==> src/rtl/seg_pkg.sv <==
// Shared constants for the seven-segment scan path: segment bit order,
// blank pattern and the hex-to-segment table.
package seg_pkg;

    localparam int DIG_N = 8;

    localparam logic [7:0] SEG_BLANK = 8'h00;

    // Bit positions inside the {dp,g,f,e,d,c,b,a} segment byte
    localparam int SEG_A  = 0;
    localparam int SEG_B  = 1;
    localparam int SEG_C  = 2;
    localparam int SEG_D  = 3;
    localparam int SEG_E  = 4;
    localparam int SEG_F  = 5;
    localparam int SEG_G  = 6;
    localparam int SEG_DP = 7;

    // Entry n holds segments g..a for hex digit n (leftmost literal is entry 15)
    localparam logic [15:0][6:0] SEG_TABLE = {
        7'h71, 7'h79, 7'h5E, 7'h39, 7'h7C, 7'h77, 7'h6F, 7'h7F,
        7'h07, 7'h7D, 7'h6D, 7'h66, 7'h4F, 7'h5B, 7'h06, 7'h3F
    };

    // Where the shadow register reloads from on a given cycle
    typedef enum logic [1:0] {
        SRC_SHADOW  = 2'd0,
        SRC_PENDING = 2'd1,
        SRC_INPUT   = 2'd2
    } shadow_src_e;

endpackage

==> src/rtl/hex7seg_dec.sv <==
// Combinational hex nibble to seven-segment (g..a, active-high) decoder.
module hex7seg_dec
    import seg_pkg::*;
(
    input  logic [3:0] i_nib,
    output logic [6:0] o_seg
);

    assign o_seg = SEG_TABLE[i_nib];

endmodule

==> src/rtl/seg_scan_driver.sv <==
// 8-digit hex scan driver with frame-aligned double buffering.
// Optional macro LEADING_ZERO_BLANK_EN darkens leading zero digits (digit 0 never).
module seg_scan_driver #(
    parameter int CLK_DIV = 50000,
    parameter int DIG_N   = 8
) (
    input  logic        clk,
    input  logic        rst_n,
    input  logic        en,
    input  logic        load,
    input  logic [31:0] data_in,
    input  logic [7:0]  dp_in,
    output logic [2:0]  sel,
    output logic [7:0]  seg,
    output logic        frame_done
);
    import seg_pkg::*;

    localparam int         PW      = (CLK_DIV > 1) ? $clog2(CLK_DIV) : 1;
    localparam logic [2:0] SEL_MAX = 3'(DIG_N - 1);

    // load is a fire-and-forget strobe: no ready, it is always accepted
    // (even with en low) and the last strobe before a frame boundary wins.

    logic [PW-1:0] r_presc;
    logic [2:0]    r_sel;
    logic [7:0]    r_seg;
    logic          r_frame_done;
    logic [31:0]   r_shadow;
    logic [7:0]    r_shadow_dp;
    logic [31:0]   r_pend;
    logic [7:0]    r_pend_dp;
    logic          r_pend_valid;

    logic          w_tick;
    logic          w_boundary;
    logic [2:0]    w_sel_nxt;
    shadow_src_e   w_src;
    logic [31:0]   w_shadow_nxt;
    logic [7:0]    w_shadow_dp_nxt;
    logic [3:0]    w_nib;
    logic [6:0]    w_dec;
    logic          w_blank;
    logic [7:0]    w_seg_nxt;

    assign w_tick     = en && (r_presc == PW'(CLK_DIV - 1));
    assign w_boundary = w_tick && (r_sel == SEL_MAX);
    assign w_sel_nxt  = r_sel + 3'd1;

    // A load coinciding with the boundary tick bypasses pending entirely
    always_comb begin
        w_src = SRC_SHADOW;
        if (w_boundary) begin
            if (load) begin
                w_src = SRC_INPUT;
            end else if (r_pend_valid) begin
                w_src = SRC_PENDING;
            end
        end
    end

    always_comb begin
        w_shadow_nxt    = r_shadow;
        w_shadow_dp_nxt = r_shadow_dp;
        case (w_src)
            SRC_INPUT: begin
                w_shadow_nxt    = data_in;
                w_shadow_dp_nxt = dp_in;
            end
            SRC_PENDING: begin
                w_shadow_nxt    = r_pend;
                w_shadow_dp_nxt = r_pend_dp;
            end
            default: ;
        endcase
    end

    assign w_nib = w_shadow_nxt[{w_sel_nxt, 2'b00} +: 4];

    hex7seg_dec u_dec (
        .i_nib (w_nib),
        .o_seg (w_dec)
    );

`ifdef LEADING_ZERO_BLANK_EN
    assign w_blank = (w_sel_nxt != 3'd0) && ((w_shadow_nxt >> {w_sel_nxt, 2'b00}) == 32'h0);
`else
    assign w_blank = 1'b0;
`endif

    always_comb begin
        w_seg_nxt              = SEG_BLANK;
        w_seg_nxt[SEG_G:SEG_A] = w_blank ? 7'h00 : w_dec;
        w_seg_nxt[SEG_DP]      = w_shadow_dp_nxt[w_sel_nxt];
    end

    always_ff @(posedge clk or negedge rst_n) begin
        if (!rst_n) begin
            r_presc      <= '0;
            r_sel        <= 3'd0;
            r_seg        <= SEG_BLANK;
            r_frame_done <= 1'b0;
            r_shadow     <= 32'h0;
            r_shadow_dp  <= 8'h00;
            r_pend       <= 32'h0;
            r_pend_dp    <= 8'h00;
            r_pend_valid <= 1'b0;
        end else begin
            r_frame_done <= w_boundary;
            if (en) begin
                r_presc <= w_tick ? '0 : r_presc + 1'b1;
            end
            // sel and seg only ever move together, so they always correspond
            if (w_tick) begin
                r_sel <= w_sel_nxt;
                r_seg <= w_seg_nxt;
            end else if (!en) begin
                r_seg <= SEG_BLANK;
            end
            r_shadow    <= w_shadow_nxt;
            r_shadow_dp <= w_shadow_dp_nxt;
            if (w_boundary) begin
                r_pend_valid <= 1'b0;
            end else if (load) begin
                r_pend       <= data_in;
                r_pend_dp    <= dp_in;
                r_pend_valid <= 1'b1;
            end
        end
    end

    assign sel        = r_sel;
    assign seg        = r_seg;
    assign frame_done = r_frame_done;

endmodule

==> config.mk <==
export PLATFORM = sky130hd
export DESIGN_NAME = seg_scan_driver
export DESIGN_NICKNAME = d
export VERILOG_FILES = /design/src/rtl/seg_pkg.sv /design/src/rtl/hex7seg_dec.sv /design/src/rtl/seg_scan_driver.sv
export SDC_FILE = /design/constraint.sdc
export NUM_CORES = 1
export LEC_CHECK = 0
export ABC_CLOCK_PERIOD_IN_PS = 8300
export CAP_MARGIN = 20
export CORE_MARGIN = 8
export CORE_UTILIZATION = 45
export CTS_BUF_LIST = sky130_fd_sc_hd__clkbuf_4 sky130_fd_sc_hd__clkbuf_8
export CTS_CLUSTER_SIZE = 30
export DETAILED_ROUTE_END_ITERATION = 8
export HOLD_SLACK_MARGIN = 0.02
export MAX_ROUTING_LAYER = met4
export PLACE_DENSITY_LB_ADDON = 0.12
export SLEW_MARGIN = 20
export SYNTH_ARGS = -nofsm -noshare
export SYNTH_HDL_FRONTEND = slang
export SYNTH_SLANG_ARGS = --single-unit
==> constraint.sdc <==
create_clock -name clk -period 8.3 [get_ports clk]
set_input_delay 0.83 -clock clk [delete_from_list [all_inputs] [get_ports clk]]
set_output_delay 0.83 -clock clk [all_outputs]
set_load 0.005 [all_outputs]
==> results.toml, run 1 <==
[outcome]
status = "finished clean"

[synthesis]
syn_avg_cell_area_sq_um = 11.9
synth_area_sq_um = 5600
synth-seq-cells = 109
yosys.area.top_type = "dfrtp_1"
netlist.area_leader.share = 0.487
ys.flop_type = "dfrtp_1"
yosysWarnings = 0
syn_inst = 472
ys_top_cells_by_area = "dfrtp_1 (49%), mux2_4 (11%), a221oi_1 (2.8%)"
synthArstFlopShare = 1.00
synthesis.nets = 527
ys_types = 59
ys_seq_area_frac = 0.487
synth_edf_count = 0

[power_and_ir_drop]
cellPowerDensity_nw_per_um2 = 162
p_int_mw = 0.774
vdd_drop_max_mv = 0.152
switchingPower_mw = 0.246
seqPwrFrac = 0.580
switching_share = 0.241
pwr-share-comb = 0.110
clock_power_share = 0.310
p_leak_nw = 2.86

[timing]
rsz0062_at_grt = "false"
fmax_ghz = 0.192
fin_skew_ns = 0.0104
period_minus_slack_ns = 5.21
fin_tns_setup_ns = 0
hold_slack_ns = 0.412
slew_headroom = 0.370
finalHoldViolCount = 0
setup_viol = 0
period_share = 0.628
worstMarginPinSlew_ns = 0.945
report.final.slew_viol_count = 0

[critical_path]
critPathMostFrequentCell = "ha_1"
cp_max_fo = 57
start_kind = "register"
worstPathRequired_ns = 8.62
slowest_delay_ns = 0.53
crit_path_cell_trace = "ha_1 > nor4b_1 > and3_1 > and2_4 > nand2_2 > nor3b_1 > ha_2 > buf_4 > a221oi_1 > nor3_1 > a211oi_1 > nor4_4 > inv_2 > ha_1 > mux2_1 > a221oi_2 > a21o_1"
slowest_stage = "buf_4"
critPathCaptureType = "register"
arrival_ns = 5.53
cp-startpoint = "r_presc[0]"
timing.rr.start = "r_presc[0]"
critPathKind = "register to register"

[route]
vias_per_cell = 5.30
dr.first_iter.drc_count = 233
wire_per_inst_um = 18.0
vias = 3608
drc = 0
antenna_left = 0
routed_wl_mm = 12.2
drt_pass1_iterations = 4

[finish]
area_delta_synth_final_pct = 12.3
fill_cells = 1074
final_common_cell = "dfrtp_1"
multi_input_area_sq_um = 2500
final_cell_mix = "dfrtp_1 (109), clkdlybuf4s50_1 (54), nand2_1 (41), mux2_4 (41), nor2_1 (23)"
fin_area_sq_um = 6290
layout.nets = 563
diodes = 0
drive_above_1_share = 0.179
seqCellArea_sq_um = 2730
final_cells = 681

[clock_network]
cts_hold_buf = 0
cts_setup_buffers = 0
htree_levels = 3
numCtsBuffers = 9
path_clk_slew_ns = 0.10
cts_tree = "built"
cts.sinks = 109
cts_max_path_buffers = 2
insertion_delay_ns = 0.38
cts_root_buf = "clkbuf_8"
cts-resized-gates = 0

[placement]
dpl_cell_area_sq_um = 6100
gp_congestion = 0.874
port-buffer-count = 55
hpwl_mm = 8.06
dp_cells = 665

[global_route]
grt_max_degree = 73
grt_pass1_vias = 3810
grt_usage = 0.164
antenna_found_initial = 0
grt_pass1_wl_mm = 20.5
grt_overflow = 0

[floorplanning]
ios = 56
rows = 40
dieArea_sq_um = 16300
core_area_sq_um = 12100
start_util = 0.465
die_y_um = 128
dieWidth_um = 128

[job]
maxCapViolCount = 0

[worst_hold_path]
min_path_type = "input pin to asynchronous set/reset pin"
==> worst max-delay path, delay by kind of cell (launching register included) <==
family / cells / cell delay [ns]
adders and majority gates: 3 / 1.02
AOI/OAI and AO/OA: 4 / 0.59
and+or+nand+nor: 7 / 2.13
DFF: 1 / 0.39
muxes: 1 / 0.33
buffers and inverters: 2 / 0.66
==> synth_stat cells, types with 3 or more instances <==
master,number
mux2_4,41
o22ai_1,3
buf_6,7
mux4_2,3
buf_4,10
nand3_1,10
o21ai_1,7
xnor2_1,7
xor2_1,7
a21o_1,3
a22oi_1,15
inv_1,22
o21ai_0,11
buf_12,4
mux2_2,4
clkbuf_1,3
and3_1,5
a221oi_2,7
buf_2,10
nand2_1,41
a22o_1,3
dfrtp_1,109
nor2b_1,15
nand2b_1,3
mux2i_1,4
nor2_1,23
a221oi_1,18
a21oi_1,13
ha_1,11
a211oi_1,11
nor3_1,11
==> flip-flops by register name (all words and copies together) (netlist names) <==
signal,flops
r_pend,32
r_shadow,32
r_presc,16
r_pend_dp,8
r_shadow_dp,8
seg,8
sel,3
frame_done,1
r_pend_valid,1
==> power by group through the flow <==
stage               registers, mW  logic, mW  clock network (mW)
floorplan                   0.595     0.0722                   0
global placement            0.601      0.111                   0
detailed placement          0.601      0.114                   0
CTS                         0.591      0.114               0.330
global route                0.596      0.125               0.348
finish                      0.592      0.112               0.317
==> path summary, 6_finish.rpt <==
kind	cells past startpoint	slack (ns)	endpoint
max	17	3.09	seg[5]
min	1	0.41	r_pend[27]
max reg2reg	17	3.09	seg[5]
min reg2reg	2	0.48	r_shadow[18]
max in group asynchronous	2	6.60	r_pend[5]
min in group clk	2	0.48	r_shadow[18]
==> area by class of cell <==
class / instances / area share
clock buffer: 13 / 0.0284
timing repair buffer: 59 / 0.0918
tap: 168 / 0.0334
inverter: 23 / 0.0137
multi-input combinational: 306 / 0.397
sequential: 109 / 0.433
clock inverter: 3 / 0.00278
==> cells by family after synthesis <==
logic type	count (synthesis)	synth area share
xor gates and xnor gates	14	0.0219
DFF	109	0.487
and+or+nand+nor	126	0.117
buffers and inverters	57	0.0681
AOI/OAI and AO/OA	102	0.142
adders and majority gates	11	0.0246
muxes	53	0.139
==> metrics by stage <==
| stage | utilization | setup WS, ns | power, mW |
|---|---|---|---|
| final | 0.522 | 3.09 | 1.02 |
| after global routing | 0.522 | 2.63 | 1.07 |
| after CTS | 0.522 | 3.08 | 1.03 |
| after detailed placement | 0.506 | 2.89 | 0.715 |
| after global placement | 0.506 | 3.01 | 0.711 |
| after floorplan | - | 4.36 | 0.667 |
==> metal layers <==
metal  track usage  up-vias  part of all wire
li1              -     1759                 -
met1         0.215     1784              0.50
met2         0.245       53              0.45
met3        0.0470       12             0.041
met4        0.0399        0             0.011
met5             -        -                 0
No activity file was read; power rests on OpenSTA's default activity.
==> run 2: changes to the inputs <==
--- a/config.mk
+++ b/config.mk
@@ -5,7 +5,7 @@
 export SDC_FILE = /design/constraint.sdc
 export NUM_CORES = 1
 export LEC_CHECK = 0
-export ABC_CLOCK_PERIOD_IN_PS = 8300
+export ABC_CLOCK_PERIOD_IN_PS = 4900
 export CAP_MARGIN = 20
 export CORE_MARGIN = 8
 export CORE_UTILIZATION = 45
==> constraint.sdc (replaced) <==
create_clock -name clk -period 4.9 [get_ports clk]
set_input_delay 0.49 -clock clk [delete_from_list [all_inputs] [get_ports clk]]
set_output_delay 0.49 -clock clk [all_outputs]
set_load 0.005 [all_outputs]
==> run 2 against run 1 <==
Compared with the run above: die area unchanged; largest cell class unchanged; critical path depth is the same; routed wire length down 0.68%; worst setup slack got worse by 2.6 ns; via count increased by 1.5%; clock skew grew 0.0038 ns; first-iteration DRC count decreased by 32%.
==> results.toml, run 2 (synthesis gave the netlist of run 1 again) <==
[timing]
fmax_ghz = 0.228
rsz0062_at_grt = "false"
fin_skew_ns = 0.0142
fin_tns_setup_ns = 0
period_share = 0.895
worstMarginPinSlew_ns = 0.884
setup_viol = 0
report.final.slew_viol_count = 0
setup_ws_ns = 0.514
slew_headroom = 0.411
period_minus_slack_ns = 4.39
finalHoldViolCount = 0

[power_and_ir_drop]
switching_share = 0.242
finalPower_mw = 1.75
switchingPower_mw = 0.423
seqPwrFrac = 0.574
pwr-share-comb = 0.108
p_leak_nw = 2.93
vdd_drop_max_mv = 0.155
cellPowerDensity_nw_per_um2 = 274
p_int_mw = 1.33
clock_power_share = 0.318

[critical_path]
slowest_stage = "nor4_4"
critPathCaptureType = "register"
slowest_delay_ns = 0.47
crit_path_cell_trace = "ha_1 > nor4b_1 > and3_1 > and2_4 > nand2_2 > nor3b_2 > ha_4 > buf_4 > nor2b_1 > nor3_1 > a211oi_1 > nor4_4 > inv_2 > ha_1 > mux2_1 > a221oi_2 > a21o_1"
arrival_ns = 4.70
crit_family = "simple AND/OR/NAND/NOR gates"
critPathKind = "register to register"
crit_buf_inv = 2
worstPathRequired_ns = 5.22
cp_max_fo = 28
start_kind = "register"
critPathMostFrequentCell = "ha_1"

[clock_network]
cts.sinks = 109
cts_root_buf = "clkbuf_8"
insertion_delay_ns = 0.38
cts_tree = "built"
htree_levels = 3
path_clk_slew_ns = 0.10
cts_max_path_buffers = 2
numCtsBuffers = 9
cts_hold_buf = 0

[route]
routed_wl_mm = 12.2
antenna_left = 0
vias_per_cell = 5.29
vias = 3662
drc = 0
wire_per_inst_um = 17.6
dr.first_iter.drc_count = 158
drt_pass1_iterations = 4

[finish]
drive_above_1_share = 0.198
final_cell_mix = "dfrtp_1 (109), clkdlybuf4s50_1 (54), nand2_1 (41), mux2_4 (41), nor2_1 (23)"
reg_top3 = "r_pend (32), r_shadow (32), r_presc (16)"
layout.nets = 574
diodes = 0
final_common_cell = "dfrtp_1"
area_delta_synth_final_pct = 14.1

[job]
maxCapViolCount = 0

[floorplanning]
dieArea_sq_um = 16300
ios = 56
core_area_sq_um = 12100
dieWidth_um = 128
die_y_um = 128
rows = 40
start_util = 0.465

[global_route]
grt_usage = 0.162
grt_max_degree = 68
grt_pass1_wl_mm = 20.3
grt_overflow = 0
grt_pass1_vias = 3859
antenna_found_initial = 0

[placement]
pre_cts_ws_ns = 0.285
gp_congestion = 0.786
port-buffer-count = 55
hpwl_mm = 8.30

[worst_hold_path]
min_path_type = "input pin to asynchronous set/reset pin"

[outcome]
status = "finished clean"
run 2: power groups by stage:
stage	Clock, mW	Sequential [mW]	Combinational, mW
4_1_cts	0.579	1.00	0.193
2_1_floorplan	0	1.01	0.122
5_1_grt	0.605	1.01	0.208
3_5_place_dp	0	1.02	0.192
6_report	0.557	1.00	0.189
3_3_place_gp	0	1.02	0.187
run 2: path summary, 6_finish.rpt:
kind,from,endpoint,slack [ns],cells after the start
setup / recovery,r_presc[0],seg[5],0.51,17
hold / removal,rst_n,r_pend[14],0.21,1
setup reg to reg,r_presc[0],seg[5],0.51,17
hold reg to reg,r_shadow[15],r_shadow[15],0.48,2
max in group asynchronous,rst_n,r_pend[29],3.59,2
min in group clk,r_shadow[15],r_shadow[15],0.48,2
run 2: area by class of cell:
type                       instances  area, sq um
clock buffer                      11          145
sequential                       109         2730
multi-input combinational        306         2510
inverter                          23         86.3
timing repair buffer              70          661
clock inverter                     5         50.0
tap                              168          210
fill                            1090         5670
run 2: repair_timing:
action,in CTS,in global routing
resized for setup,0,2
setup buffers,0,0
endpoints found under the setup margin,0,3
run 2: per-stage QoR:
step	area (sq um)	utilization	instances	hold slack (ns)
finish	6390	0.530	692	0.207
global route	6390	0.530	692	0.263
CTS	6380	0.529	692	0.231
detailed placement	6180	0.512	676	0.459
global placement	6180	0.512	676	0.449
floorplan	5600	-	472	0.194
run 2: layer usage:
metal,part of all wire,track usage,vias to the layer above
li1,-,-,1784
met1,0.50,0.215,1819
met2,0.45,0.238,51
met3,0.040,0.0478,8
met4,0.0088,0.0385,0
met5,0,-,-
==> edit 1 (flow settings as in run 2) <==
Make the reset (`rst_n`) synchronous in one clocked block.
--- a/src/rtl/seg_scan_driver.sv
+++ b/src/rtl/seg_scan_driver.sv
@@ -94,7 +94,7 @@
         w_seg_nxt[SEG_DP]      = w_shadow_dp_nxt[w_sel_nxt];
     end
 
-    always_ff @(posedge clk or negedge rst_n) begin
+    always_ff @(posedge clk) begin
         if (!rst_n) begin
             r_presc      <= '0;
             r_sel        <= 3'd0;
Behaviour: same outputs for any inputs over 10 cycles, from zero or initial values and one cycle with rst_n low; that may be too few to reach the edited logic, so the function may still have changed.
==> edit 1 against run 2 <==
Wire length grew 0.67%; sequential cell count is the same; worst setup slack gained 0.076 ns; synthesized area shrank 4.9%; power shrank 9.7%; clock skew is 0.0052 ns lower; final area is 4.2% lower; sequential share of layout area shrank 7.0 points.
==> edit 1: results (changes against run 2) <==
status=finished, final reports clean (unchanged); Hold Path Sink=seg[5]; largest cells by area after synthesis=dfxtp_1, nand2_1, a21boi_0 (was dfrtp_1, mux2_4, a221oi_1); Via density=5.420 (was 5.292); clock skew=0.008955 ns (was 0.01415 ns); largest net degree at the start of global routing=57 (was 68); Comb pwr share=6.3% (was 10.8%); Leakage=0.002259 µW (was 0.002925 µW); crit-path max FO=27 (was 28); NumNets Final=682 (was 574); Data arrival, critical path=4.58 ns (was 4.70 ns); Slew Limit Headroom=29.97% (was 41.10%); HPWL Detailed=8452 µm (was 8296 µm); gr usage total=16.26% (was 16.17%); P_clk=565 µW (was 557 µW); FFs w/ async S/R, synth=0% (was 100.0%); drt pass-1 iters=4 (unchanged); DR iter-0 viols=249 (was 158); VDD IR-drop max=0.1763 mV (was 0.1553 mV); WL final=12240 µm (was 12160 µm); Synth Area in Compound Gates=21.56% (was 14.20%); flop2flop setup slack=0.59 ns (was 0.51 ns); Slowest cell on crit path=mux4_2 (was nor4_4); Cell variety after synth=54 (was 59); Min Hold Slack=0.4541 ns (was 0.2068 ns); crit path capture=seg[3] (was seg[5]); worst slack at placement=0.4333 ns (was 0.2849 ns); Reg2Reg Depth=19 (was 17); post-synthesis mux area share=5.120% (was 13.91%); Seq/Total Area, Yosys=40.96% (was 48.68%); min-delay worst type=flop to flop (was input pin to asynchronous set/reset pin); Synth top cells by count=nand2_1, dfxtp_1, a21boi_0 (was dfrtp_1, mux2_4, nand2_1); switching share of total power=22.57% (was 24.20%); r2r startpoint=r_presc[0] (unchanged); Post-synth top flop=dfxtp_1 (was dfrtp_1); syn_nets=649 (was 527); XOR/XNOR Fraction of Synth Area=2.466% (was 2.188%); post-route minimum period=4.310 ns (was 4.386 ns); RePlAce Congestion=0.7916 (was 0.7863); adder and majority gate portion of the synthesized area=2.583% (was 2.456%); ant diodes=0 (unchanged); Placed Area=5878 µm² (was 6181 µm²); layout cells sized above 1=8.558% (was 19.85%)
==> edit 1: area by class of cell <==
cell class | instances | area [µm²]
fill | 1053 | 5348
multi-input combinational | 418 | 2824
sequential | 109 | 2182
timing repair buffer | 67 | 648.1
tap | 143 | 178.9
clock buffer | 12 | 158.9
inverter | 22 | 82.58
clock inverter | 3 | 45.04
==> edit 1: cell families (layout without fill, tap and decap cells) <==
family	after synthesis	count (layout)
buf+inv	67	104
flops	109	109
simple gates	228	228
mux	22	22
compound gates	142	142
xor+xnor	15	15
fa+ha+maj	11	11
==> edit 1: per-layer routing <==
layer / routed length (µm) / GRT usage [%] / part of all wire [%]
met3: 413 / 4.426 / 3.4
met5: 0 / - / 0
met4: 85 / 4.394 / 0.69
met2: 5773 / 25.91 / 47
met1: 5964 / 19.79 / 49
==> edit 1: stage by stage <==
step | total power, µW | std cells
4_1_cts | 1606 | 774
3_5_place_dp | 1037 | 759
5_1_grt | 1647 | 774
6_report | 1580 | 774
2_1_floorplan | 981.1 | 594
3_3_place_gp | 1035 | 759
==> edit 2 (config.mk and constraints of run 2) <==
Made on the original files. Build with the macro `LEADING_ZERO_BLANK_EN` defined.
--- a/src/rtl/seg_scan_driver.sv
+++ b/src/rtl/seg_scan_driver.sv
@@ -1,5 +1,7 @@
 // 8-digit hex scan driver with frame-aligned double buffering.
 // Optional macro LEADING_ZERO_BLANK_EN darkens leading zero digits (digit 0 never).
+`define LEADING_ZERO_BLANK_EN
+
 module seg_scan_driver #(
     parameter int CLK_DIV = 50000,
     parameter int DIG_N   = 8
Formal check against the unedited RTL: same outputs for any inputs over 10 cycles, from zero or initial values and one cycle with rst_n low; that may be too few to reach the edited logic, so the function may still have changed.
==> edit 2 against run 2 <==
Synthesized area is 1.1% higher; final area increased by 3.3%; power increased by 2.5%; wire length rose by 5.1%; critical path type unchanged; sequential cell count stayed put; critical endpoint is now seg[3]; worst setup slack worse by 0.11 ns; highest routed layer unchanged; global-route usage grew 0.75 points; largest cell class unchanged.
==> edit 2: results (changes against run 2) <==
H-Tree Depth=3 (unchanged); NumNets Final=628 (was 574); worst-margin pin slew=0.9679 ns (was 0.8835 ns); max-cap viol count=0 (unchanged); vias in the first global route=4217 (was 3859); FFs w/ async S/R, synth=100.0% (unchanged); Leakage=0.002783 µW (was 0.002925 µW); HPWL Detailed=9219 µm (was 8296 µm); Buffers on Ports=55 (unchanged); CTS buffer count=9 (unchanged); clk_lat worst skew=0.39 ns; Seq/Total Area, Yosys=48.13% (was 48.68%); family with the most delay on the worst path=simple AND/OR/NAND/NOR gates (unchanged); Data arrival, critical path=4.77 ns (was 4.70 ns); Worst path max stage delay=0.57 ns (was 0.47 ns); RePlAce Congestion=0.9782 (was 0.7863); gr usage total=16.91% (was 16.17%); Via density=5.473 (was 5.292); Synth top cells by count=dfrtp_1, nand2_1, mux2_2 (was dfrtp_1, mux2_4, nand2_1); Clock Pin Slew Worst Setup and Hold Paths=0.11 ns; min-delay worst type=input pin to asynchronous set/reset pin (unchanged); Bufs on Longest Clock Path=2 (unchanged); largest net degree at the start of global routing=72 (was 68); Placed Instances=732 (was 676); crit-path max FO=25 (was 28); initial antenna violation count=0 (unchanged); wire per inst=17.06 µm (was 17.57 µm); clock skew=0.01097 ns (was 0.01415 ns); CTS root buf=clkbuf_8 (unchanged); Slowest cell on crit path=mux4_2 (was nor4_4); Synth warnings=0 (unchanged); WL final=12780 µm (was 12160 µm); syn_nets=581 (was 527); largest cells by area after synthesis=dfrtp_1, mux2_2, nand2_1 (was dfrtp_1, mux2_4, a221oi_1); Synth Area per Inst=10.79 µm² (was 11.87 µm²); number of enable flip-flop cells after synthesis=0 (unchanged); Cell variety after synth=63 (was 59); DR iter-0 viols=309 (was 158); drt pass-1 iters=7 (was 4); layout cells sized above 1=18.54% (was 19.85%); sw power=429.4 µW (was 423.4 µW); ant diodes=0 (unchanged); status=finished, final reports clean (unchanged); first-pass GRT wire length=21470 µm (was 20310 µm); Placed Area=6349 µm² (was 6181 µm²); worst slack at placement=0.3124 ns (was 0.2849 ns); Top Registers=r_pend (32), r_shadow (32), r_presc (16) (unchanged); VDD IR-drop max=0.1943 mV (was 0.1553 mV); Buf/Inv on CP=4 (was 2)
## edit 2: cell types whose count changed after synthesis, moves of 10 or more
cell	change
nor2b_1	-12
mux2_4	-41
mux2_2	+43
a22oi_1	+10
o21ai_1	+10
o21ai_0	+14
a211oi_1	-10
nand2_1	+26
a221oi_1	-11
## edit 2: path summary, 6_finish.rpt
kind                                   from          end  slack (ns)  cells past startpoint
worst max-delay path             r_presc[7]       seg[3]        0.41                     20
worst min-delay path                  rst_n   r_pend[19]        0.21                      1
worst max register to register   r_presc[7]       seg[3]        0.41                     20
worst min register to register  r_shadow[2]  r_shadow[2]        0.49                      2
max in group asynchronous             rst_n       seg[7]        3.66                      2
min in group clk                r_shadow[2]  r_shadow[2]        0.49                      2
## edit 2: layout make-up
class	count	area, µm²
repair buffers	69	678.2
well taps	172	215.2
inverters	25	93.84
clock buffers	11	151.4
multi-input cells	358	2651
fillers	1129	5866
flip-flops and latches	109	2728
clock inverters	5	82.58
## edit 2: worst register-to-register path: cells and delay by family (launching register included)
kind | cells | cell delay [ns]
AO/OA/AOI/OAI | 5 | 0.94
buffers and inverters | 4 | 0.65
multiplexers | 1 | 0.57
adder cells (fa/ha/maj) | 2 | 0.47
flip-flops | 1 | 0.44
AND/OR/NAND/NOR | 8 | 1.30
## edit 2: power by group through the flow
stage / sequential (µW) / combinational, µW / clock [µW]
finish: 1010 / 156 / 632
global route: 1020 / 175 / 683
CTS: 1010 / 159 / 654
detailed placement: 1020 / 158 / 0
global placement: 1020 / 156 / 0
floorplan: 1010 / 88.0 / 0
## edit 2: metal layers
| layer | global-route usage, % | part of all wire, % | vias up |
|---|---|---|---|
| li1 | - | - | 1989 |
| met1 | 21.83 | 49 | 2002 |
| met2 | 25.56 | 46 | 93 |
| met3 | 4.617 | 4.0 | 15 |
| met4 | 4.755 | 1.3 | 0 |
| met5 | - | 0 | - |
## edit 2: cell families (layout without fill, tap and decap cells)
logic type / Yosys count / in the layout / synth area share [%]
AND/OR/NAND/NOR: 142 / 142 / 11.92
AO/OA/AOI/OAI: 130 / 130 / 16.60
flip-flops: 109 / 109 / 48.13
multiplexers: 61 / 61 / 13.36
buffers and inverters: 58 / 110 / 5.321
XOR/XNOR: 13 / 13 / 2.009
adder cells (fa/ha/maj): 12 / 12 / 2.650
## edit 2: per-stage QoR
step | hold WS [ns] | power, µW
2_1_floorplan | 0.1944 | 1099
3_3_place_gp | 0.4541 | 1177
3_5_place_dp | 0.4746 | 1181
4_1_cts | 0.2382 | 1818
5_1_grt | 0.2687 | 1874
6_report | 0.2068 | 1793
## edit 2: repair_timing
item,in CTS,in global routing
setup endpoints to repair,0,7
buffers inserted,0,1
resized for setup,0,3
